`src/rtl/rvnova_pkg.sv`:
```
// rtl/rvnova_pkg.sv - shared core widths and writeback requester indices
package rvnova_pkg;

  localparam int XLEN          = 32;
  localparam int AW            = 5;
  localparam int NUM_ARCH_REGS = 32;
  localparam int NUM_REQ       = 3;

  // Writeback requester slots on the shared regfile port
  localparam int REQ_ALU = 0;
  localparam int REQ_LD  = 1;
  localparam int REQ_MD  = 2;

endpackage

```
`src/rtl/regfile_wb_arbiter_if.sv`:
```
// rtl/regfile_wb_arbiter_if.sv - writeback/issue/regfile bundle for the wb arbiter
interface regfile_wb_arbiter_if #(
  parameter int NUM_REQ = rvnova_pkg::NUM_REQ,
  parameter int XLEN    = rvnova_pkg::XLEN,
  parameter int AW      = rvnova_pkg::AW
);

  logic [NUM_REQ-1:0]      req_valid;
  logic [NUM_REQ*AW-1:0]   req_rd;
  logic [NUM_REQ*XLEN-1:0] req_data;
  logic [NUM_REQ-1:0]      req_ready;
  logic                    issue_valid;
  logic [AW-1:0]           issue_rd;
  logic [AW-1:0]           rs1_addr;
  logic [AW-1:0]           rs2_addr;
  logic                    stall;
  logic                    rf_we;
  logic [AW-1:0]           rf_rd_addr;
  logic [XLEN-1:0]         rf_w_data;
  logic                    fwd1_valid;
  logic [XLEN-1:0]         fwd1_data;
  logic                    fwd2_valid;
  logic [XLEN-1:0]         fwd2_data;

  // Producers and decode drive requests/issue; they observe grants, stall and the write port
  modport master (
    output req_valid, req_rd, req_data, issue_valid, issue_rd, rs1_addr, rs2_addr,
    input  req_ready, stall, rf_we, rf_rd_addr, rf_w_data,
           fwd1_valid, fwd1_data, fwd2_valid, fwd2_data
  );

  // The arbiter consumes requests/issue and owns grants, stall and the write port
  modport slave (
    input  req_valid, req_rd, req_data, issue_valid, issue_rd, rs1_addr, rs2_addr,
    output req_ready, stall, rf_we, rf_rd_addr, rf_w_data,
           fwd1_valid, fwd1_data, fwd2_valid, fwd2_data
  );

endinterface

```
`src/rtl/rr_arbiter.sv`:
```
// rtl/rr_arbiter.sv - round-robin arbiter with self-advancing pointer
module rr_arbiter #(
  parameter int N = 3
) (
  input  logic         clk,
  input  logic         reset,
  input  logic [N-1:0] req,
  output logic [N-1:0] gnt
);

  localparam int PW = (N > 1) ? $clog2(N) : 1;

  logic [PW-1:0] ptr;
  logic [PW-1:0] ptr_n;
  logic          found;

  // First requester at or after the pointer wins; pointer moves just past the winner
  always_comb begin
    gnt   = '0;
    ptr_n = ptr;
    found = 1'b0;
    for (int k = 0; k < N; k++) begin
      for (int i = 0; i < N; i++) begin
        if (!found && req[i] && (((int'(ptr) + k) % N) == i)) begin
          found  = 1'b1;
          gnt[i] = 1'b1;
          ptr_n  = (i == N - 1) ? '0 : PW'(i + 1);
        end
      end
    end
    if (!reset) begin
      gnt   = '0;
      ptr_n = ptr;
    end
  end

  // Pointer register; holds when nothing is granted
  always_ff @(posedge clk or negedge reset) begin
    if (!reset) begin
      ptr <= '0;
    end else begin
      ptr <= ptr_n;
    end
  end

endmodule

```
`src/rtl/regfile_wb_arbiter.sv`:
```
// rtl/regfile_wb_arbiter.sv - regfile write-port arbiter, pending-write scoreboard, optional WB_BYPASS_EN forwarding
module regfile_wb_arbiter #(
  parameter int NUM_REQ = rvnova_pkg::NUM_REQ,
  parameter int XLEN    = rvnova_pkg::XLEN,
  parameter int AW      = rvnova_pkg::AW
) (
  input  logic                 clk,
  input  logic                 reset,
  regfile_wb_arbiter_if.slave  bus
);

  localparam int NREG = 2 ** AW;

  logic [NUM_REQ-1:0] gnt;
  logic               g_any;
  logic [AW-1:0]      g_rd;
  logic [XLEN-1:0]    g_data;
  logic               we_q;
  logic [AW-1:0]      addr_q;
  logic [XLEN-1:0]    data_q;
  logic [NREG-1:0]    pend;
  logic [NREG-1:0]    pend_n;
  logic               byp1;
  logic               byp2;
  logic               hz1;
  logic               hz2;

  rr_arbiter #(.N(NUM_REQ)) u_arb (
    .clk   (clk),
    .reset (reset),
    .req   (bus.req_valid),
    .gnt   (gnt)
  );

  assign bus.req_ready = gnt;

  // Steer the granted requester's destination and result onto the write stage input
  always_comb begin
    g_any  = |gnt;
    g_rd   = '0;
    g_data = '0;
    for (int i = 0; i < NUM_REQ; i++) begin
      if (gnt[i]) begin
        g_rd   = bus.req_rd[i*AW +: AW];
        g_data = bus.req_data[i*XLEN +: XLEN];
      end
    end
  end

  // Registered write stage; a granted x0 result is swallowed without a write
  always_ff @(posedge clk or negedge reset) begin
    if (!reset) begin
      we_q   <= 1'b0;
      addr_q <= '0;
      data_q <= '0;
    end else begin
      we_q <= g_any && (g_rd != '0);
      if (g_any) begin
        addr_q <= g_rd;
        data_q <= g_data;
      end
    end
  end

  assign bus.rf_we      = we_q;
  assign bus.rf_rd_addr = addr_q;
  assign bus.rf_w_data  = data_q;

  // Next scoreboard: retire the write, then mark the new issue so a newer producer wins
  always_comb begin
    pend_n = pend;
    if (we_q) begin
      pend_n[addr_q] = 1'b0;
    end
    if (bus.issue_valid && (bus.issue_rd != '0)) begin
      pend_n[bus.issue_rd] = 1'b1;
    end
    pend_n[0] = 1'b0;
  end

  // Pending-write scoreboard register
  always_ff @(posedge clk or negedge reset) begin
    if (!reset) begin
      pend <= '0;
    end else begin
      pend <= pend_n;
    end
  end

`ifdef WB_BYPASS_EN
  assign byp1          = we_q && (addr_q == bus.rs1_addr) && (bus.rs1_addr != '0);
  assign byp2          = we_q && (addr_q == bus.rs2_addr) && (bus.rs2_addr != '0);
  assign bus.fwd1_data = byp1 ? data_q : '0;
  assign bus.fwd2_data = byp2 ? data_q : '0;
`else
  assign byp1          = 1'b0;
  assign byp2          = 1'b0;
  assign bus.fwd1_data = '0;
  assign bus.fwd2_data = '0;
`endif

  assign bus.fwd1_valid = byp1;
  assign bus.fwd2_valid = byp2;

  // An operand hazards only if still pending and not being forwarded this cycle
  assign hz1       = pend[bus.rs1_addr] & ~byp1;
  assign hz2       = pend[bus.rs2_addr] & ~byp2;
  assign bus.stall = reset & (hz1 | hz2);

endmodule
```
`src/flat_wrapper.sv`:
```
// flat-port wrapper written by rule: the top's interface ports become plain ports
module regfile_wb_arbiter_flat 
#(
  parameter int NUM_REQ = rvnova_pkg::NUM_REQ,
  parameter int XLEN    = rvnova_pkg::XLEN,
  parameter int AW      = rvnova_pkg::AW
)
  (clk, reset, bus_req_valid, bus_req_rd, bus_req_data, bus_issue_valid, bus_issue_rd, bus_rs1_addr, bus_rs2_addr, bus_req_ready, bus_stall, bus_rf_we, bus_rf_rd_addr, bus_rf_w_data, bus_fwd1_valid, bus_fwd1_data, bus_fwd2_valid, bus_fwd2_data);
  regfile_wb_arbiter_if #(.NUM_REQ(NUM_REQ), .XLEN(XLEN), .AW(AW)) bus_i ();
  input  logic clk;
  input  logic reset;
  input wire logic [$bits(bus_i.req_valid)-1:0] bus_req_valid;
  input wire logic [$bits(bus_i.req_rd)-1:0] bus_req_rd;
  input wire logic [$bits(bus_i.req_data)-1:0] bus_req_data;
  input wire logic [$bits(bus_i.issue_valid)-1:0] bus_issue_valid;
  input wire logic [$bits(bus_i.issue_rd)-1:0] bus_issue_rd;
  input wire logic [$bits(bus_i.rs1_addr)-1:0] bus_rs1_addr;
  input wire logic [$bits(bus_i.rs2_addr)-1:0] bus_rs2_addr;
  output wire logic [$bits(bus_i.req_ready)-1:0] bus_req_ready;
  output wire logic [$bits(bus_i.stall)-1:0] bus_stall;
  output wire logic [$bits(bus_i.rf_we)-1:0] bus_rf_we;
  output wire logic [$bits(bus_i.rf_rd_addr)-1:0] bus_rf_rd_addr;
  output wire logic [$bits(bus_i.rf_w_data)-1:0] bus_rf_w_data;
  output wire logic [$bits(bus_i.fwd1_valid)-1:0] bus_fwd1_valid;
  output wire logic [$bits(bus_i.fwd1_data)-1:0] bus_fwd1_data;
  output wire logic [$bits(bus_i.fwd2_valid)-1:0] bus_fwd2_valid;
  output wire logic [$bits(bus_i.fwd2_data)-1:0] bus_fwd2_data;
  assign bus_i.req_valid = bus_req_valid;
  assign bus_i.req_rd = bus_req_rd;
  assign bus_i.req_data = bus_req_data;
  assign bus_i.issue_valid = bus_issue_valid;
  assign bus_i.issue_rd = bus_issue_rd;
  assign bus_i.rs1_addr = bus_rs1_addr;
  assign bus_i.rs2_addr = bus_rs2_addr;
  assign bus_req_ready = bus_i.req_ready;
  assign bus_stall = bus_i.stall;
  assign bus_rf_we = bus_i.rf_we;
  assign bus_rf_rd_addr = bus_i.rf_rd_addr;
  assign bus_rf_w_data = bus_i.rf_w_data;
  assign bus_fwd1_valid = bus_i.fwd1_valid;
  assign bus_fwd1_data = bus_i.fwd1_data;
  assign bus_fwd2_valid = bus_i.fwd2_valid;
  assign bus_fwd2_data = bus_i.fwd2_data;
  regfile_wb_arbiter #(.NUM_REQ(NUM_REQ), .XLEN(XLEN), .AW(AW)) u_core (.clk(clk), .reset(reset), .bus(bus_i));
endmodule
```
`config.mk`:
```
export PLATFORM = sky130hd
export DESIGN_NAME = regfile_wb_arbiter_flat
export DESIGN_NICKNAME = d
export VERILOG_FILES = /design/src/rtl/rvnova_pkg.sv /design/src/rtl/regfile_wb_arbiter_if.sv /design/src/rtl/rr_arbiter.sv /design/src/rtl/regfile_wb_arbiter.sv /design/src/flat_wrapper.sv
export SDC_FILE = /design/constraint.sdc
export NUM_CORES = 1
export LEC_CHECK = 0
export CORE_MARGIN = 5
export CORE_UTILIZATION = 39
export CTS_CLUSTER_DIAMETER = 120
export DETAILED_ROUTE_END_ITERATION = 10
export PLACE_DENSITY = 0.8
export SYNTH_ARGS = -nofsm -noshare
export SYNTH_HDL_FRONTEND = slang
export SYNTH_HIERARCHICAL = 1
export SYNTH_SLANG_ARGS = --single-unit
```
`constraint.sdc`:
```
create_clock -name clk -period 2.8 [get_ports clk]
set_clock_uncertainty 0.15 [all_clocks]
set_input_delay 0.56 -clock clk [delete_from_list [all_inputs] [get_ports clk]]
set_output_delay 0.56 -clock clk [all_outputs]
set_load 0.005 [all_outputs]
```
### Word level (Yosys, flattened, before mapping)

Cells that the tools add are included.

| operators by class | value |
|---|---|
| eq/ne operators | 6 |
| add/subtract/negate cells | 2 |
| bitwise operators | 5 |
| divide/modulo/power cells | 3 |
| reductions and logical operators | 37 |
| magnitude comparators | 6 |
| multiplexer cells | 42 |

Operator list:

| cell | count |
|---|---|
| $mux 32 | 5 |
| $eq 32x2->1 const B | 3 |
| $eq 32x3->1 const B | 3 |
| $logic_not 32->1 | 3 |
| $mod 32x3->32 const B | 2 |
| $and 32x32->32 | 1 |
| $mod 3x3->32 const B | 1 |
| $not 32->32 | 1 |
| $or 32x32->32 | 1 |
| $lt 5x6->1 const B | 4 |
| $logic_and 1x1->1 | 21 |
| $mux 1 | 20 |
| $mux 2 | 9 |
| $mux 5 | 3 |
| $bmux 1 s5 | 2 |
| $demux 1 s5 | 2 |
| $ge 5x1->1 const B | 2 |
| $reduce_bool 5->1 | 2 |
| $reduce_bool 9->1 | 1 |
| $logic_not 1->1 | 8 |
| $add 2x1->3 const B | 1 |
| $add 2x2->3 const B | 1 |
| $mux 3 | 1 |
| $reduce_or 3->1 | 1 |
| 3 further kinds | 3 |

| word-level totals | value |
|---|---|
| bits of input ports | 132 |
| flip-flop bits (word level) | 71 |
| word-level logic and storage cells | 106 |
| output and inout bits | 108 |

### Logic depth before layout (Yosys ltp)

| depth | value |
|---|---|
| depth after elaboration | 42 |
| gate-level depth with buffers | 11 |
| depth with buffers taken out | 10 |

### Modules after synthesis

Netlist, hierarchy kept.

Modules (own cells, without submodules):

| module | area an instance (um^2) | cells each | times used | sequential area each (um^2) |
|---|---|---|---|---|
| regfile_wb_arbiter | 4,112.7 | 421 | 1 | 1,726.7 |
| rr_arbiter | 226.5 | 26 | 1 | 50.0 |

### Worst setup path after synthesis

No wires, ideal clock.

| timing | value |
|---|---|
| path type | register to register |
| from | register u_core.u_arb.ptr[0] |
| to | register u_core.we_q, in the netlist u_core/bus.rf_we |
| required time | 2,512 ps |
| data arrival time | 2,162 ps |
| period minus slack after synthesis | 2,450 ps |
| buffers on the path | 1 |
| path slack | 350 ps |
| cell stages (with the launch flop) | 10 |
| library setup time | 138 ps |
| cell sequence | dfrtp_1 > inv_1 > ha_1 > nor2_1 > a2bb2oi_1 > a211oi_1 > clkbuf_1 > o21ai_1 > nor4_1 > o211ai_1 |

| between the ends | value |
|---|---|
| word-level cells in the longest chain between the ends | 40 |
| elaborated cells between the ends (all ways) | 62 |
| classes of those cells | add/sub (2); div (3); eq/ne (6); mux (20); reduce/logical (31) |

RTL lines:

| item | line | source |
|---|---|---|
| start, declared | rr_arbiter.sv:13 | `logic [PW-1:0] ptr;` |
| start signal, assigned | rr_arbiter.sv:42 | `ptr <= ptr_n;` |
| parallel branches: the longest is 35 deep, another holds $mod 32x3->32 | - |  |
| $mux 1 * | rr_arbiter.sv:24 | `if (!found && req[i] && (((int'(ptr) + k) % N) == i)) begin` |
| $mux 3 * | rr_arbiter.sv:31 | `if (!reset) begin` |
| net bus_req_ready[2] | flat_wrapper.sv:19 | `output wire logic [$bits(bus_i.req_ready)-1:0] bus_req_ready;` |
| $mux 5 | regfile_wb_arbiter.sv:43 | `if (gnt[i]) begin` |
| $reduce_bool 5->1 | regfile_wb_arbiter.sv:57 | `we_q <= g_any && (g_rd != '0);` |
| $logic_and 1x1->1 * | regfile_wb_arbiter.sv:57 |  |
| end signal, assigned | regfile_wb_arbiter.sv:57 |  |
| end, declared | regfile_wb_arbiter.sv:18 | `logic we_q;` |

Mark *: on every way through the listed nets, which the timed path passes.
A chain may end at the register's enable or synchronous reset.

### Final worst setup path

| timing | value |
|---|---|
| from | input bus_rs2_addr[1] |
| to | output bus_stall |

| between the ends | value |
|---|---|
| word-level cells in the longest chain between the ends | 4 |

RTL lines:

| item | line | source |
|---|---|---|
| start, declared | flat_wrapper.sv:18 | `input wire logic [$bits(bus_i.rs2_addr)-1:0] bus_rs2_addr;` |
| $bmux 1 s5 | regfile_wb_arbiter.sv:107 | `assign hz2 = pend[bus.rs2_addr] & ~byp2;` |
| $mux 1 (not written as such) | regfile_wb_arbiter.sv:107 |  |
| $or 1x1->1 | regfile_wb_arbiter.sv:108 | `assign bus.stall = reset & (hz1 \| hz2);` |
| $and 1x1->1 | regfile_wb_arbiter.sv:108 |  |
| end, declared | flat_wrapper.sv:20 | `output wire logic [$bits(bus_i.stall)-1:0] bus_stall;` |

Every way passes these cells. The select of a mux whose other input is x is not followed.

==> impl_metrics.yaml <==
detailed_routing:
  routed_wl_um: 14800
  drt-vias-per-instance: 5.56
  detailedRoute.firstIterationViolations: 313
  routed-via-count: 4268
  routed_wire_length_per_instance_um: 19.4
  drtAntennaViolNets: 0
  drc: 0
  drt_pass1_iterations: 6
power_and_ir_drop:
  p_int_uw: 3540
  share_clk_of_total_power_pct: 18.4
  powerDensity_nw_per_um2: 890
  cellLeakagePower_uw: 0.00256
  combPwrFrac_pct: 45.8
  relative_contribution_of_sequential_cells_to_total_power_pct: 35.8
  sw_frac_of_total_pct: 37.0
  net-switching-power_uw: 2080
  irDropWorstVdd_mv: 0.484
synth:
  synth_cells: 447
  synth.ff_latch_count: 71
  yosysWarningCount: 6
  synth.largest_area_cell: "dfrtp_1"
  mean_syn_cell_area_sq_um: 9.71
  synth-async-reset-ratio_pct: 100
  yosys.cell_types.count: 49
  number_of_synthesized_flops_with_an_enable_pin: 0
  synth_largest_type_area_fraction_pct: 40.9
  syn-cell-area_sq_um: 4340
  synthTopCellsByArea: "dfrtp_1, buf_4, o22ai_1"
  yosysSeqAreaShare_pct: 40.9
  synthFlopType: "dfrtp_1"
setup_path:
  crit_path_start: "bus_rs2_addr[1]"
  critical_path_required_ns: 2.09
  start_kind: "input port"
  reg2reg_to: "u_core/bus.rf_w_data[3]"
  worst-setup-path-type: "in2out"
  path_max_fanout: 6
  critical_path.endpoint: "bus_stall"
  setup.reg_to_reg.worst_slack_ns: 0.27
  worst-r2r-cell-count: 11
  r2r_path_start: "u_core/u_arb/ptr[0]"
  setup.worst_path.end_class: "output port"
  critPathArrivalTime_ns: 2.00
place:
  place.port_buffers: 173
  finalWeightedCongestion: 1.03
  place_ws_ns: -0.588
  dpl.hpwl_um: 11500
  post_dp_cell_area_sq_um: 6050
grt:
  grt_remaining_overflow: 0
  met3_usage_pct: 6.42
  grt_start_max_net_pins: 65
  met2_usage_pct: 38.3
  globalRouteTotalUtil_pct: 22.0
  antenna_found_initial: 0
  grt_pass1_vias: 4393
  grt_pass1_wl_um: 22700
  groute.layer.met1.usage_pct: 24.2
  global_route.peak_usage_layer: "met2"
floorplan:
  chipHeight_um: 115
  core_region_area_sq_um: 10900
  initial_core_util_pct: 39.9
  core.rowCount: 38
  num_io_pins: 240
  die-area_sq_um: 13300
  die_width_um: 115
layout:
  layout-drive-gt1-share_pct: 9.89
  syn2layout_area_growth_pct: 45.6
  antenna_cells_inserted: 0
  final_area_sq_um: 6320
  nNetsFinal: 756
timing:
  worst_pin_slew_ns: 0.515
  final_max_slew_viol_count: 0
  period_share_pct: 96.7
  timing.final.setup_violations: 0
  post-route-worst-setup-slack_ns: 0.0921
  grt_setup_unrepaired: "no"
  worst_hold_slack_ns: 0.0556
  max_clock_freq_mhz: 369
  max-slew-margin-rel_pct: 65.4
  hold_viol_final: 0
  layout_min_cycle_time_ns: 2.71
clock_tree:
  cts-buffers-inserted: 9
  clock_tree.buffer_depth: 2
  clk_pin_slew_worst_paths_ns: 0.08
  cts_htree_levels: 3
  clk_latency_ns: 0.36
  tritoncts: "built"
  cts-hold-fix-buffers: 0
  clock_sinks: 71
  ctsRootBufferMaster: "clkbuf_8"
job:
  cap_violations: 0
worst_hold_path:
  holdCritPathClass: "in2async"
status:
  run_status: "complete, no violations"
-- worst min path at each step --
stage / endpoint / slack (ns) / cells after the start
after floorplan: u_core/bus.rf_rd_addr[0] / 0.11 / 0
after global placement: u_core/u_arb/ptr[0] / 0.34 / 1
after detailed placement: u_core/u_arb/ptr[0] / 0.37 / 1
after CTS: u_core/pend[28] / 0.04 / 2
after global routing: u_core/pend[31] / 0.05 / 2
final: u_core/pend[31] / 0.06 / 2
-- layout by cell type (no fill, tap or decap), types with 2 or more instances in the layout --
| cell | netlist | layout |
|---|---|---|
| o21ai_0 | 57 | 56 |
| and3_1 | 2 | 2 |
| and2_1 | 2 | 2 |
| o211ai_1 | 2 | 2 |
| a22oi_1 | 4 | 4 |
| a21oi_1 | 35 | 35 |
| nand2_1 | 13 | 13 |
| nor2_1 | 9 | 9 |
| inv_2 | 2 | 2 |
| mux4_1 | 6 | 5 |
| bufinv_16 | 0 | 3 |
| dfrtp_1 | 71 | 71 |
| mux4_2 | 8 | 9 |
| dlymetal6s2s_1 | 0 | 2 |
| clkdlybuf4s50_1 | 0 | 162 |
| buf_4 | 66 | 15 |
| a21o_1 | 5 | 5 |
| o21ai_1 | 12 | 13 |
| inv_1 | 4 | 4 |
| or3b_1 | 5 | 5 |
| mux2_1 | 2 | 2 |
| conb_1 | 1 | 66 |
| nor2b_1 | 2 | 2 |
| clkbuf_2 | 0 | 2 |
| clkbuf_8 | 0 | 9 |
| buf_12 | 0 | 4 |
| o22ai_1 | 65 | 64 |
| dlygate4sd2_1 | 0 | 5 |
| nand3_1 | 8 | 8 |
| mux2i_1 | 4 | 4 |
| clkinv_4 | 0 | 2 |
| or3_1 | 4 | 4 |
| nand3b_1 | 10 | 10 |
-- cells in the mapped netlist (2+ instances only) --
| cell | n |
|---|---|
| buf_1 | 2 |
| a21oi_1 | 35 |
| or3_1 | 4 |
| mux4_1 | 6 |
| nor2_1 | 9 |
| dfrtp_1 | 71 |
| and3_1 | 2 |
| buf_4 | 66 |
| or3b_1 | 5 |
| nand3b_1 | 10 |
| mux2_1 | 2 |
| nand2_1 | 13 |
| inv_1 | 4 |
| mux2i_1 | 4 |
| clkbuf_1 | 16 |
| nor2b_1 | 2 |
| nand3_1 | 8 |
| inv_2 | 2 |
| buf_6 | 3 |
| and2_1 | 2 |
| a22oi_1 | 4 |
| o21ai_0 | 57 |
| buf_2 | 6 |
| ha_1 | 2 |
| o22ai_1 | 65 |
| a21o_1 | 5 |
| o211ai_1 | 2 |
| mux4_2 | 8 |
| o21ai_1 | 12 |
-- kinds of logic after synthesis --
family / count (synthesis) / share of synthesized area (%)
AOI/OAI and AO/OA: 189 / 25.5
buffers and inverters: 99 / 15.0
DFF: 71 / 40.9
and+or+nand+nor: 65 / 8.65
muxes: 20 / 9.23
adders and majority gates: 2 / 0.577
other: 1 / 0.0864
-- critical path: stages --
cell and delay, ns:
dlygate4sd2_1 0.21, buf_6 0.14, mux4_2 0.52, nor3b_2 0.19, a21oi_1 0.06, nand4b_1 0.11
nand3_1 0.08, buf_2 0.13
-- power groups by stage --
stage	Clock [uW]	Sequential (uW)	Combinational, uW
CTS	1050	2000	2560
floorplan	0	1790	1420
global placement	0	1970	2420
finish	1030	2020	2580
detailed placement	0	2000	2520
global route	1100	2060	2810
-- metrics by stage --
stage               std cells  TNS, ns  utilization, %  power, uW
finish                    767        0            58.0       5620
global placement          750   -0.607            55.5       4390
floorplan                 512        0               -       3220
global route              767        0            58.0       5960
CTS                       766        0            58.0       5610
detailed placement        750   -0.853            55.5       4520
-- sequential cells by signal (all words and copies together), names as in the netlist --
signal and count:
u_core/bus.rf_w_data 32, u_core/pend 31, u_core/bus.rf_rd_addr 5, u_core/u_arb/ptr 2, u_core/bus.rf_we 1
-- layer usage --
| layer | share of wire (%) | routed length (um) | vias up |
|---|---|---|---|
| li1 | - | - | 1911 |
| met4 | 4.9 | 720 | 0 |
| met1 | 34 | 4990 | 1987 |
| met2 | 51 | 7540 | 308 |
| met3 | 11 | 1590 | 62 |
| met5 | 0 | 0 | - |
-- final cells by class --
| cell class | instances | area (sq um) |
|---|---|---|
| Inverter | 6 | 22.5 |
| Clock buffer | 9 | 124 |
| Multi-Input combinational cell | 342 | 2180 |
| Sequential cell | 71 | 1780 |
| Timing Repair Buffer | 192 | 1910 |
| Fill cell | 933 | 4570 |
| Tap cell | 140 | 175 |
| Clock inverter | 7 | 128 |
-- timing repair --
action	in CTS	in global routing
buffers inserted	0	1
pin swaps	2	1
setup endpoints to repair	3	3
cloned	0	0
resized for setup	18	7
Power figures use the tool's default switching activity.
==> patch 1 (same settings) <==
The package constant `AW` goes from 5 to 4.
--- a/src/rtl/rvnova_pkg.sv
+++ b/src/rtl/rvnova_pkg.sv
@@ -2,7 +2,7 @@
 package rvnova_pkg;
 
   localparam int XLEN          = 32;
-  localparam int AW            = 5;
+  localparam int AW            = 4;
   localparam int NUM_ARCH_REGS = 32;
   localparam int NUM_REQ       = 3;
 
Interface: changed (5 resized); port bits go from 240 to 233. No check against the original RTL was run, so the function may have changed too.
==> patch 1 against the original RTL <==
Design area is 19% lower; total power is 25% lower; wire length down 26%; cell count is 17% lower; setup slack got worse by 0.015 ns; sequential cell count is 17 lower; fmax shrank 0.56%; first-iteration DRC count fell by 53%; critical path depth fell by 2; synthesized area decreased by 23%; critical endpoint unchanged.
==> patch 1: results (changes against the original RTL) <==
metric;value;unit;change
Final #Nets;662;;-12%
Finished Layout Cells;640;;-17%
vias in the first global route;3297;;-25%
vias per inst;5.17;;-7.0%
routed wire length per instance;17.2;um;-11%
drt initial violations;148;;-53%
grt met1 use;23.8;%;-0.40 points
dpl cell area;4990;sq um;-17%
Max IR drop VDD;0.000363;V;-25%
status;finished clean;;
top cells by count, synth;buf_4 (66), o22ai_1 (64), dfrtp_1 (54);;
DPL Wire Length;8930;um;-22%
share of cells above drive strength 1;11.4;%;+1.5 points
H-tree depth;2;;-1
worst reg2reg path depth;9;;-2
top cells by area, synth;dfrtp_1 (41%), buf_4 (15%), o22ai_1 (12%);;
met2 usage;35.6;%;-2.7 points
metal2 WL;5800;um;-23%
GRT met3 Usage;5.53;%;-0.89 points
Total Routing Usage GR;19.8;%;-2.2 points
Clock Latency Late Sink;0.29;ns;-0.07 ns
sequential cell area fraction in the yosys report;40.6;%;-0.30 points
CTS buffer count;5;;-4
R2R Path End;u_core/bus.rf_we;;
Placed Cells;631;;-16%
post-CTS sizing;24;;+6
input/output buffers;166;;-4.0%
TritonRoute pass-1 iters;4;;-2
Max Clk Rate;367;MHz;-0.56%
routed length on met3;1080;um;-33%
patch 1: cell count changes after synthesis, sizes merged, moves of 3 or more:
cell,change
nand3b,-6
dfrtp,-17
buf,-7
nand3,-5
a21oi,-3
nor2,-4
mux4,-10
nand2b,+3
nand2,-4
o21ai,-33
or3b,-3
patch 1: kinds of logic after synthesis:
| kind of cell | after synthesis | share of synthesized area [%] |
|---|---|---|
| AOI/OAI and AO/OA | 152 | 27.7 |
| buffers and inverters | 90 | 17.7 |
| DFF | 54 | 40.6 |
| and+or+nand+nor | 48 | 8.28 |
| muxes | 10 | 4.89 |
| adders and majority gates | 2 | 0.753 |
| other | 1 | 0.113 |
patch 1: power breakdown:
part           internal [uW]  total [uW]  switching [uW]
Clock                    268         510             242
Sequential              1160        1460             301
Combinational           1280        2270             986
Total                   2710        4240            1530
patch 1: layout make-up:
cell class,count,area [sq um]
fill,708,3130
inverter,6,22.5
tap,105,131
timing repair buffer,189,1850
sequential,54,1350
clock inverter,1,30.0
clock buffer,7,76.3
multi-input combinational,278,1660
==> patch 2 (config.mk and constraints unchanged) <==
Made on the original files. Reset style: synchronous (`reset`), changed in 3 clocked blocks.
--- a/src/rtl/rr_arbiter.sv
+++ b/src/rtl/rr_arbiter.sv
@@ -35,7 +35,7 @@
   end
 
   // Pointer register; holds when nothing is granted
-  always_ff @(posedge clk or negedge reset) begin
+  always_ff @(posedge clk) begin
     if (!reset) begin
       ptr <= '0;
     end else begin
--- a/src/rtl/regfile_wb_arbiter.sv
+++ b/src/rtl/regfile_wb_arbiter.sv
@@ -48,7 +48,7 @@
   end
 
   // Registered write stage; a granted x0 result is swallowed without a write
-  always_ff @(posedge clk or negedge reset) begin
+  always_ff @(posedge clk) begin
     if (!reset) begin
       we_q   <= 1'b0;
       addr_q <= '0;
@@ -79,7 +79,7 @@
   end
 
   // Pending-write scoreboard register
-  always_ff @(posedge clk or negedge reset) begin
+  always_ff @(posedge clk) begin
     if (!reset) begin
       pend <= '0;
     end else begin
Behaviour: differs if reset is asserted again (counterexample within 4 cycles, from zero or initial values and one cycle with reset low); with reset held inactive, the same outputs for 4 cycles.
==> patch 2 against the original RTL <==
Total power shrank 34%; critical path depth shrank 2; sequential cell count is the same; register-to-register slack lost 0.07 ns; wire length grew 2.7%; design area grew 5.0%; synthesized area grew 2.0%; setup slack lost 0.043 ns; critical path type unchanged.
==> patch 2: results (changes against the original RTL) <==
metric;value;unit;change
largest net degree at the start of global routing;39;;-40%
Max-slew headroom;55.2;%;-10 points
root buf cell;clkbuf_16;;
Max IR drop VDD;0.000303;V;-37%
Netlist cell types;50;;+2.0%
top cells by count, synth;nand2_1 (76), dfxtp_1 (71), o21ai_0 (68);;
mux share of post-synthesis cell area;9.42;%;+0.19 points
top cells by area, synth;dfxtp_1 (32%), buf_4 (11%), o21ai_0 (7.7%);;
WP data arrival;2.04;ns;+0.04 ns
delay-heaviest family, CP;compound AO/OA/AOI/OAI gates;;
Worst-path clk slew;0.06;ns;-0.02 ns
TritonRoute pass-1 iters;7;;+1
Reg power frac;32.1;%;-3.7 points
worst hold path class;flop to flop;;
post-CTS setup buffers;3;;+3
sequential cell area fraction in the yosys report;32.1;%;-8.8 points
Largest stage delay, worst path;0.50;ns;-0.02 ns
Synth Area in Compound Gates;28.6;%;+3.0 points
top_reg_cell synth;dfxtp_1;;
core area;11000;sq um;+0.87%
Clock Latency Late Sink;0.33;ns;-0.03 ns
drt initial violations;309;;-1.3%
status;finished clean;;
drt total wl;15300;um;+2.7%
switching pwr;1160;uW;-44%
gpl congestion;0.910;;-12%
critical path's slowest cell;clkdlybuf4s50_1;;
DPL Wire Length;12300;um;+6.9%
via count;4604;;+7.9%
post-CTS sizing;28;;+10
vias in the first global route;4744;;+8.0%
asr flop ratio synth;0;%;-100 points
CP Max Fanout;5;;-1
==> patch 2: cell types whose count changed in the layout (fill, tap and decap cells not counted), moves of 12 or more <==
cell	before	now
o21ai_0	56	68
a22o_1	0	36
dfrtp_1	71	0
dfxtp_1	0	70
a22oi_1	4	36
nand2_1	13	76
o21ai_1	13	0
buf_4	15	35
o22ai_1	64	0
==> patch 2: metal layers <==
| metal | up-vias | wire, um | GRT usage, % | share of wire (%) |
|---|---|---|---|---|
| met2 | 233 | 8220 | 40.2 | 54 |
| met5 | - | 0 | 0 | 0 |
| met1 | 2162 | 5330 | 23.0 | 35 |
| met4 | 0 | 479 | 9.74 | 3.1 |
| li1 | 2162 | - | - | - |
| met3 | 47 | 1220 | 5.18 | 8.0 |
==> patch 2: worst paths after layout <==
check / depth (start not counted) / slack [ns] / startpoint / endpoint
max: 6 / 0.05 / bus_rs2_addr[4] / bus_stall
min: 1 / 0.33 / u_core/bus.rf_w_data[15] / u_core/bus.rf_w_data[15]
max reg2reg: 12 / 0.20 / u_core/u_arb/ptr[1] / u_core/bus.rf_w_data[28]
min reg2reg: 1 / 0.33 / u_core/bus.rf_w_data[15] / u_core/bus.rf_w_data[15]
==> patch 2: through the flow <==
step | hold slack, ns | cells | setup WS, ns | power [uW]
after floorplan | 0.309 | 589 | 0.131 | 1920
after global placement | 0.313 | 840 | -0.610 | 2550
after detailed placement | 0.315 | 840 | -0.658 | 2590
after CTS | 0.331 | 858 | -0.00106 | 3750
after global routing | 0.340 | 860 | 0.000584 | 3930
final | 0.327 | 860 | 0.0489 | 3740
==> patch 2: cell type report <==
class,count,area [sq um]
timing repair buffer,218,2130
fill,965,4340
sequential,71,1420
multi-input combinational,409,2580
clock buffer,10,239
clock inverter,5,57.6
inverter,7,26.3
tap,140,175
